File: config.mk
export PLATFORM = sky130hd
export DESIGN_NAME = uart_rx_ctrl_flat
export DESIGN_NICKNAME = d
export VERILOG_FILES = /design/src/rtl/uart_rx_ctrl_pkg.sv /design/src/rtl/uart_rx_ctrl_if.sv /design/src/rtl/uart_rx_byte.sv /design/src/rtl/uart_rx_ctrl.sv /design/src/flat_wrapper.sv
export SDC_FILE = /design/constraint.sdc
export NUM_CORES = 1
export LEC_CHECK = 0
export ABC_AREA = 1
export CELL_PAD_IN_SITES_DETAIL_PLACEMENT = 1
export CELL_PAD_IN_SITES_GLOBAL_PLACEMENT = 2
export CORE_MARGIN = 2
export CORE_UTILIZATION = 35
export DETAILED_ROUTE_END_ITERATION = 8
export PLACE_DENSITY_LB_ADDON = 0.1
export SLEW_MARGIN = 10
export SYNTH_ARGS = -nofsm -noshare
export SYNTH_HDL_FRONTEND = slang
export SYNTH_SLANG_ARGS = --single-unit
File: constraint.sdc
create_clock -name clk -period 2 [get_ports clk]
set_clock_uncertainty 0.15 [all_clocks]
set_input_delay 0.6 -clock clk [delete_from_list [all_inputs] [get_ports clk]]
set_output_delay 0.6 -clock clk [all_outputs]
set_load 0.02 [all_outputs]
File: src/rtl/uart_rx_ctrl_pkg.sv
// uart_rx_ctrl_pkg: shared definitions for the UART receive path.
// Holds the receiver FSM encoding, the bit-period helper and the 8N1 frame
// constants that are common with the transmit controller.
package uart_rx_ctrl_pkg;

   typedef enum logic [1:0] {
      IDLE  = 2'd0,
      START = 2'd1,
      DATA  = 2'd2,
      STOP  = 2'd3
   } rx_state_e;

   // 8N1 framing
   localparam int START_BITS = 1;
   localparam int DATA_BITS  = 8;
   localparam int STOP_BITS  = 1;
   localparam int FRAME_BITS = START_BITS + DATA_BITS + STOP_BITS;

   // Clocks per bit, truncated (86 for 10 MHz / 115200).
   function automatic int clks_per_bit(input int clk_freq, input int baud);
      return clk_freq / baud;
   endfunction

endpackage

File: src/rtl/uart_rx_ctrl_if.sv
// uart_rx_ctrl_if: serial input plus received byte/word outputs.
//   rx         - UART serial line, idle high
//   rx_reg     - last completed word
//   rx_dv      - one-cycle strobe, rx_reg updated
//   rx_byte    - last good byte
//   rx_byte_dv - one-cycle strobe per good byte
//   frame_err  - one-cycle strobe, stop bit sampled low
//   rx_busy    - frame in progress
// master: the receive controller; slave: the host/line side.
interface uart_rx_ctrl_if #(
   parameter int WORD_BYTES = 8
);
   logic                      rx;
   logic [WORD_BYTES*8-1:0]   rx_reg;
   logic                      rx_dv;
   logic [7:0]                rx_byte;
   logic                      rx_byte_dv;
   logic                      frame_err;
   logic                      rx_busy;

   modport master (
      input  rx,
      output rx_reg, rx_dv, rx_byte, rx_byte_dv, frame_err, rx_busy
   );

   modport slave (
      output rx,
      input  rx_reg, rx_dv, rx_byte, rx_byte_dv, frame_err, rx_busy
   );
endinterface

File: src/rtl/uart_rx_byte.sv
// uart_rx_byte: 8N1 byte receiver.
// Synchronises rx, detects the start edge, samples each bit at mid-bit and
// reports the outcome of the stop-bit sample.
//   clk, rst   - clock, async active-low reset
//   rx         - raw serial input
//   data       - assembled shift register (valid with data_ok)
//   data_ok    - stop bit sampled high this cycle
//   data_bad   - stop bit sampled low this cycle
//   start_edge - falling edge of rx_s seen while idle
//   busy       - FSM not in IDLE
module uart_rx_byte
   import uart_rx_ctrl_pkg::*;
#(
   parameter int CLKS_PER_BIT = 86
) (
   input  logic       clk,
   input  logic       rst,
   input  logic       rx,
   output logic [7:0] data,
   output logic       data_ok,
   output logic       data_bad,
   output logic       start_edge,
   output logic       busy
);

   localparam logic [15:0] HALF_LAST = 16'(CLKS_PER_BIT/2 - 1);
   localparam logic [15:0] FULL_LAST = 16'(CLKS_PER_BIT - 1);
   localparam logic [2:0]  LAST_BIT  = 3'(DATA_BITS - 1);

   logic       rx_m, rx_s, rx_prev;
   rx_state_e  state;
   logic [15:0] cnt;
   logic [2:0] bit_idx;
   logic [7:0] shift;

   // Two-flop synchroniser; flops reset to the idle (high) line level so a
   // release of reset never looks like a start edge.
   always_ff @(posedge clk or negedge rst) begin
      if (!rst) begin
         rx_m    <= 1'b1;
         rx_s    <= 1'b1;
         rx_prev <= 1'b1;
      end else begin
         rx_m    <= rx;
         rx_s    <= rx_m;
         rx_prev <= rx_s;
      end
   end

   assign start_edge = (state == IDLE) && rx_prev && !rx_s;
   assign data_ok    = (state == STOP) && (cnt == FULL_LAST) && rx_s;
   assign data_bad   = (state == STOP) && (cnt == FULL_LAST) && !rx_s;
   assign data       = shift;
   assign busy       = (state != IDLE);

   always_ff @(posedge clk or negedge rst) begin
      if (!rst) begin
         state   <= IDLE;
         cnt     <= '0;
         bit_idx <= '0;
         shift   <= '0;
      end else begin
         case (state)
            IDLE: begin
               if (start_edge) begin
                  state <= START;
                  cnt   <= '0;
               end
            end
            START: begin
               if (cnt == HALF_LAST) begin
                  cnt     <= '0;
                  bit_idx <= '0;
                  // High at mid start bit means a glitch, not a frame.
                  state   <= rx_s ? IDLE : DATA;
               end else begin
                  cnt <= cnt + 16'd1;
               end
            end
            DATA: begin
               if (cnt == FULL_LAST) begin
                  cnt     <= '0;
                  shift   <= {rx_s, shift[7:1]};  // LSB first
                  bit_idx <= bit_idx + 3'd1;
                  if (bit_idx == LAST_BIT) state <= STOP;
               end else begin
                  cnt <= cnt + 16'd1;
               end
            end
            STOP: begin
               // Leave at mid stop bit; a low stop bit (break) leaves
               // rx_prev low, so no false start follows.
               if (cnt == FULL_LAST) begin
                  cnt   <= '0;
                  state <= IDLE;
               end else begin
                  cnt <= cnt + 16'd1;
               end
            end
            default: state <= IDLE;
         endcase
      end
   end

endmodule

File: src/rtl/uart_rx_ctrl.sv
// uart_rx_ctrl: UART receive controller. Receives 8N1 bytes and packs
// WORD_BYTES of them into one word, first byte in the most significant
// position. A partial word is dropped after TIMEOUT_CLKS idle clocks or on a
// framing error.
//   clk, rst - clock (clk_10), async active-low reset
//   bus      - uart_rx_ctrl_if master: rx in; rx_reg/rx_dv, rx_byte/rx_byte_dv,
//              frame_err, rx_busy out (all registered)
module uart_rx_ctrl
   import uart_rx_ctrl_pkg::*;
#(
   parameter int CLK_FREQ     = 10000000,
   parameter int BAUD         = 115200,
   parameter int WORD_BYTES   = 8,
   parameter int TIMEOUT_CLKS = 100000
) (
   input  logic          clk,
   input  logic          rst,
   uart_rx_ctrl_if.master bus
);

   localparam int CLKS_PER_BIT = clks_per_bit(CLK_FREQ, BAUD);
   localparam int W  = WORD_BYTES * 8;
   localparam int CW = (WORD_BYTES > 1) ? $clog2(WORD_BYTES) : 1;
   localparam int TW = $clog2(TIMEOUT_CLKS + 1);
   localparam logic [CW-1:0] CNT_LAST = CW'(WORD_BYTES - 1);
   localparam logic [TW-1:0] TO_LAST  = TW'(TIMEOUT_CLKS - 1);

   logic [7:0]     data;
   logic           data_ok, data_bad, start_edge, busy;

   logic [W-1:0]   word, rx_reg;
   logic [W+7:0]   word_cat;
   logic [CW-1:0]  byte_cnt;
   logic [TW-1:0]  idle_cnt;
   logic [7:0]     rx_byte;
   logic           rx_dv, rx_byte_dv, frame_err, rx_busy;

   uart_rx_byte #(.CLKS_PER_BIT(CLKS_PER_BIT)) u_byte (
      .clk        (clk),
      .rst        (rst),
      .rx         (bus.rx),
      .data       (data),
      .data_ok    (data_ok),
      .data_bad   (data_bad),
      .start_edge (start_edge),
      .busy       (busy)
   );

   // New byte enters at the low end; the top byte falls off.
   assign word_cat = {word, data};

   always_ff @(posedge clk or negedge rst) begin
      if (!rst) begin
         word       <= '0;
         rx_reg     <= '0;
         byte_cnt   <= '0;
         idle_cnt   <= '0;
         rx_byte    <= '0;
         rx_dv      <= 1'b0;
         rx_byte_dv <= 1'b0;
         frame_err  <= 1'b0;
         rx_busy    <= 1'b0;
      end else begin
         rx_dv      <= 1'b0;
         rx_byte_dv <= 1'b0;
         frame_err  <= 1'b0;
         rx_busy    <= busy;
         if (data_ok) begin
            rx_byte    <= data;
            rx_byte_dv <= 1'b1;
            word       <= word_cat[W-1:0];
            idle_cnt   <= '0;
            if (byte_cnt == CNT_LAST) begin
               rx_reg   <= word_cat[W-1:0];
               rx_dv    <= 1'b1;
               byte_cnt <= '0;
            end else begin
               byte_cnt <= byte_cnt + 1'b1;
            end
         end else if (data_bad) begin
            frame_err <= 1'b1;
            byte_cnt  <= '0;
            idle_cnt  <= '0;
         end else if (start_edge) begin
            // Start edge wins over a coincident timeout; count kept.
            idle_cnt <= '0;
         end else if (byte_cnt != '0 && !busy) begin
            if (idle_cnt == TO_LAST) begin
               byte_cnt <= '0;
               idle_cnt <= '0;
            end else begin
               idle_cnt <= idle_cnt + 1'b1;
            end
         end else begin
            idle_cnt <= '0;
         end
      end
   end

   // rx_busy is the FSM state delayed one clock, aligned with the other
   // registered outputs.
   assign bus.rx_reg     = rx_reg;
   assign bus.rx_dv      = rx_dv;
   assign bus.rx_byte    = rx_byte;
   assign bus.rx_byte_dv = rx_byte_dv;
   assign bus.frame_err  = frame_err;
   assign bus.rx_busy    = rx_busy;

endmodule

File: src/flat_wrapper.sv
// flat-port wrapper written by rule: the top's interface ports become plain ports
module uart_rx_ctrl_flat import uart_rx_ctrl_pkg::*;
#(
   parameter int CLK_FREQ     = 10000000,
   parameter int BAUD         = 115200,
   parameter int WORD_BYTES   = 8,
   parameter int TIMEOUT_CLKS = 100000
)
  (clk, rst, bus_rx, bus_rx_reg, bus_rx_dv, bus_rx_byte, bus_rx_byte_dv, bus_frame_err, bus_rx_busy);
  uart_rx_ctrl_if #(.WORD_BYTES(WORD_BYTES)) bus_i ();
  input  logic clk;
  input  logic rst;
  input wire logic [$bits(bus_i.rx)-1:0] bus_rx;
  output wire logic [$bits(bus_i.rx_reg)-1:0] bus_rx_reg;
  output wire logic [$bits(bus_i.rx_dv)-1:0] bus_rx_dv;
  output wire logic [$bits(bus_i.rx_byte)-1:0] bus_rx_byte;
  output wire logic [$bits(bus_i.rx_byte_dv)-1:0] bus_rx_byte_dv;
  output wire logic [$bits(bus_i.frame_err)-1:0] bus_frame_err;
  output wire logic [$bits(bus_i.rx_busy)-1:0] bus_rx_busy;
  assign bus_i.rx = bus_rx;
  assign bus_rx_reg = bus_i.rx_reg;
  assign bus_rx_dv = bus_i.rx_dv;
  assign bus_rx_byte = bus_i.rx_byte;
  assign bus_rx_byte_dv = bus_i.rx_byte_dv;
  assign bus_frame_err = bus_i.frame_err;
  assign bus_rx_busy = bus_i.rx_busy;
  uart_rx_ctrl #(.CLK_FREQ(CLK_FREQ), .BAUD(BAUD), .WORD_BYTES(WORD_BYTES), .TIMEOUT_CLKS(TIMEOUT_CLKS)) u_core (.clk(clk), .rst(rst), .bus(bus_i));
endmodule
-- Word level (Yosys, flattened, before mapping)
Cells that the tools add are included.
Widths: inputs -> output; s select.
- $add $sub $neg: 4
- equality and inequality tests: 14
- mux-type cells: 30
- reduce and logical (&&, ||, !) cells: 20
- operators by type and width (kind ; count):
    $mux 17 ; 5
    $mux 16 ; 3
    $pmux 16 s3 ; 1
    $mux 3 ; 8
    $add 17x1->17 const B ; 1
    $eq 17x17->1 const B ; 1
    $add 16x1->16 const B ; 1
    $eq 16x6->1 const B ; 1
    $eq 16x7->1 const B ; 1
    $mux 2 ; 6
    $reduce_bool 3->1 ; 3
    $pmux 2 s4 ; 1
    $add 3x1->3 const B ; 2
    $eq 3x3->1 const B ; 2
    $logic_and 1x1->1 ; 6
    $ne 2x2->1 const B ; 3
    $pmux 3 s2 ; 1
    $reduce_and 3->1 ; 2
    $mux 1 ; 5
    $reduce_and 5->1 ; 1
    $eq 2x2->1 const B ; 2
    $ne 2x1->1 const B ; 2
    $reduce_and 2->1 ; 2
    $reduce_bool 2->1 ; 2
    other kinds (5) ; 6
- register bits: 184
- input bits: 3
- output and inout port bits: 76
- logic and storage cells: 84

-- Longest topological paths before layout
Gate-level depths: netlist (run 1).
- word-level depth: 7
- depth in mapped cells: 12
- mapped depth without buffers: 12

-- By module
A second synthesis (run 1) with hierarchy kept.
- cell total of the unflattened synthesis: 859
- area, all modules: 7552.2 µm²
- modules (own cells, without submodules) (module ; instances ; cells an instance ; area an instance (µm²) ; sequential area each (µm²)):
    uart_rx_ctrl ; 1 ; 639 ; 5850.6 ; 3603.5
    uart_rx_byte ; 1 ; 220 ; 1701.6 ; 804.5

-- Least setup slack after synthesis (run 1)
OpenSTA, ideal clock, no wires.
- path type: reg-to-reg
- from: reg u_core.u_byte.cnt[1]
- to: reg u_core.rx_reg[22], in the netlist u_core.bus.rx_reg[22]
- setup time: 0.118 ns
- data arrival time: 1.496 ns
- data required time: 1.732 ns
- slack: 0.236 ns
- stages on the path, launching flop included: 12
- path buffers: 2
- clock period less this slack: 1.764 ns
- cells stage by stage: dfrtp_1 > inv_1 > ha_1 > nand4_1 > nor2_1 > nand2_2 > nor2_4 > nand3_2 > buf_6 > buf_6 > nand2_1 > o21ai_2
- longest elaborated chain between the ends: 4
- ends and longest elaborated chain (item ; RTL line ; text):
    from (decl) ; uart_rx_byte.sv:32 ; logic [15:0] cnt;
    from (signal assigned) ; uart_rx_byte.sv:77 ; cnt <= cnt + 16'd1;
    from (signal assigned) ; uart_rx_byte.sv:87 ; cnt <= cnt + 16'd1;
    from (signal assigned) ; uart_rx_byte.sv:97 ; cnt <= cnt + 16'd1;
    $eq 16x7->1 ; uart_rx_byte.sv:51 ; assign data_ok = (state == STOP) && (cnt == FULL_LAST) && rx_s;
    $logic_and 1x1->1 (2 in a row) ; uart_rx_byte.sv:51 ;
    $reduce_and 2->1 (no line) ; -- ;
    to (signal assigned) ; uart_rx_ctrl.sv:74 ; rx_reg <= word_cat[W-1:0];
    to (decl) ; uart_rx_ctrl.sv:31 ; logic [W-1:0] word, rx_reg;
No other way between the ends.
A chain may end at the register's enable or synchronous reset.

-- Final worst setup path (run 1)
- from: reg u_core.u_byte.cnt[1]
- to: reg u_core.word[20]
- longest elaborated chain between the ends: 3
- ends and longest elaborated chain (item ; RTL line ; text):
    $eq 16x7->1 ; uart_rx_byte.sv:51 ;
    $logic_and 1x1->1 (2 in a row) ; uart_rx_byte.sv:51 ;
    to (signal assigned) ; uart_rx_ctrl.sv:71 ; word <= word_cat[W-1:0];
    to (decl) ; uart_rx_ctrl.sv:31 ;
No other way between the ends.

==> flow_metrics.tcl, run 1 <==
set metrics [dict create \
    status "finished with violations" \
    violations "setup timing" \
    async_flop_share 1.00 \
    cp-start-kind "flip-flop" \
    multi_input_area_mm2 0.00257 \
    fin_cells 1229 \
    dieArea_mm2 0.0225 \
    drt_first_pass_iters 4 \
    grt_pass1_vias 6166 \
    seq_area_mm2 0.00441 \
    drc 0 \
    cts_max_level 4 \
    dp_hpwl_um 13300 \
    critPathKind "reg2reg" \
    chipHeight_um 150 \
    ant_nets 0 \
    port_buffers 78 \
    crit_buf_inv 3 \
    cp_slowest_stage_delay_ns 0.40 \
    cts_tree "built" \
    core_area_mm2 0.0210 \
    clk_latency_ns 0.43 \
    routed_via_density 4.84 \
    required_ns 2.15 \
    hold_path.class "reg2reg" \
    grtUsageTotal 0.176 \
    p_per_area_mw_per_mm2 821 \
    overflow 0 \
    cap_viol_max_count 0 \
    slew_violations 0 \
    drtIter0Drc 217 \
    place_ws_ns -0.00125 \
    design_area_mm2 0.00990 \
    io_pins 79 \
    fill_cells 2414 \
    tightestPinTransition_ns 0.562 \
    fp-row-count 53 \
    synth.avg_cell_area_um2 9.15 \
    synthToLayoutAreaGrowth_pct 32.6 \
    r2r_slack_ns -0.13 \
    synth_edf_count 0 \
    nNetsFinal 953 \
    vias 5953 \
    mostFrequentLayoutCells "nand2_1 (191), dfrtp_1 (172), inv_1 (97), dlygate4sd2_1 (76), o21ai_1 (65)" \
    vdd_drop_max_uv 530 \
    num_antenna_cells 0 \
    setup_viol 12 \
    fp.dieW_um 150 \
    ys_seq_area_frac 0.590 \
    critical_path.slowest_cell "dfrtp_1" \
    grt_max_degree 94 \
    drt-total-wl_um 21700 \
    clockBufferDepth 2 \
    initial_core_util 0.356 \
    finalCritPeriodShare 1.06 \
    ys_types 30 \
    critPathArrivalTime_ns 2.28 \
    leakage_uw 0.00477 \
    layout_commonest_cell "nand2_1" \
    critical_path.cell_chain "inv_2 -> ha_4 -> nand4_1 -> nor2_1 -> nand2_2 -> nor2_4 -> buf_12 -> nand2_4 -> buf_16 -> o21ai_0" \
    grt_pass1_wl_um 31300 \
    end_kind "flip-flop" \
    synthCells 816 \
    syn-cell-area_mm2 0.00747 \
    hold_viol_final 0 \
    path_max_fanout 7 \
    dp_cells 1172 \
    rsz0062_at_grt "yes" \
    cp_top_family "simple AND/OR/NAND/NOR gates" \
    slew_headroom 0.626 \
    path_clk_slew_ns 0.07 \
    yosysWarnings 0 \
    antenna_found_initial 0 \
    max_freq_mhz 470 \
    largest_register_ffs 64 \
    finalCriticalPeriod_ns 2.13 \
    wl_per_cell_um 17.6 \
    cts-root-buf "clkbuf_16" \
    layout-drive-gt1-share 0.188 \
    placed_cell_area_mm2 0.00869 \
    synthFlopType "dfrtp_1" \
    synth-seq-cells 176 \
    setup_slack_ns -0.129 \
    cts_made_buffers 17 \
    clock-sinks 176 \
    syn-num-nets 828 \
    gp_congestion 0.822 \
]
-- metrics by stage --
stage / hold WS [ns] / utilization / total power, uW / TNS (ns)
floorplan: 0.154 / - / 4120 / 0
global placement: 0.198 / 0.415 / 4480 / 0
detailed placement: 0.199 / 0.415 / 4520 / -0.00214
CTS: 0.208 / 0.442 / 8200 / -0.103
global route: 0.215 / 0.472 / 8450 / -9.29
finish: 0.207 / 0.472 / 8120 / -0.249
-- cell usage after synthesis, types with 2 or more instances --
| master | count | area, um2 |
|---|---|---|
| a21oi_1 | 2 | 10.0 |
| a31oi_1 | 2 | 12.5 |
| buf_2 | 3 | 15.0 |
| buf_4 | 9 | 67.6 |
| buf_6 | 17 | 191 |
| clkbuf_1 | 9 | 33.8 |
| dfrtp_1 | 173 | 4330 |
| dfstp_2 | 3 | 78.8 |
| ha_1 | 9 | 113 |
| inv_1 | 100 | 375 |
| nand2_1 | 226 | 848 |
| nand2_2 | 2 | 12.5 |
| nand3_1 | 32 | 160 |
| nand4_1 | 6 | 37.5 |
| nor2_1 | 56 | 210 |
| nor3_1 | 6 | 30.0 |
| o21ai_0 | 71 | 355 |
| o21ai_1 | 46 | 230 |
| o21ai_2 | 16 | 140 |
| o21bai_1 | 3 | 22.5 |
| o22ai_1 | 5 | 31.3 |
| xnor2_1 | 2 | 17.5 |
| xor2_1 | 11 | 96.3 |
-- worst reg2reg max path: stages (launching register included) --
cell     delay, ns
dfrtp_1       0.40
inv_2         0.08
ha_4          0.12
nand4_1       0.09
nor2_1        0.16
nand2_2       0.09
nor2_4        0.18
buf_12        0.14
nand2_4       0.13
buf_16        0.18
o21ai_0       0.29
-- where the power goes --
part / switching, uW / total (uW) / internal, uW
Clock: 1510 / 3660 / 2160
Sequential: 66.8 / 3690 / 3630
Combinational: 511 / 767 / 256
Total: 2080 / 8120 / 6040
-- metal layers --
layer  track usage  routed length (um)
met5             0                   0
met4        0.0575                 303
met3        0.0326                 472
met2         0.299               11100
met1         0.227                9780
-- final timing paths --
check                      cells past startpoint                     to                 start
max                                           10        u_core.word[20]  u_core.u_byte.cnt[1]
min                                            0     u_core.u_byte.rx_s    u_core.u_byte.rx_m
max reg2reg                                   10        u_core.word[20]  u_core.u_byte.cnt[1]
min reg2reg                                    0     u_core.u_byte.rx_s    u_core.u_byte.rx_m
max in group asynchronous                      3  u_core.bus.rx_reg[11]                   rst
min in group asynchronous                      2  u_core.bus.rx_reg[40]                   rst
-- layout make-up --
class / count / area share
flip-flops and latches: 176 / 0.445
repair buffers: 143 / 0.157
well taps: 275 / 0.0348
inverters: 102 / 0.0388
clock inverters: 13 / 0.0201
clock buffers: 19 / 0.0447
multi-input cells: 501 / 0.260
-- repair_timing --
action | 4_1_cts | 5_1_grt
endpoints found under the setup margin | 95 | 117
hold buffers | 1 | 0
buffers inserted | 0 | 7
resized for setup | 77 | 107
pin swaps | 0 | 3
gates cloned | 0 | 17
hold endpoints to repair | 17 | 0
-- cells by family after synthesis --
kind of cell | after synthesis | share of synthesized area
AO/OA/AOI/OAI | 145 | 0.107
buffers and inverters | 140 | 0.0925
XOR/XNOR | 13 | 0.0152
flip-flops | 176 | 0.590
AND/OR/NAND/NOR | 333 | 0.180
adder cells (fa/ha/maj) | 9 | 0.0151
(Power assumes the default switching activity.)
==> run 2, diff against run 1 <==
- HOLD_SLACK_MARGIN: unset -> 0.05
==> results of run 2 <==
No change in the layout: final DEF, timing and power equal those of run 1.
==> run 3, diff against run 2 <==
- CTS_CLUSTER_SIZE: unset -> 40
==> results of run 3 <==
No change in the layout: final DEF, timing and power equal those of run 1.
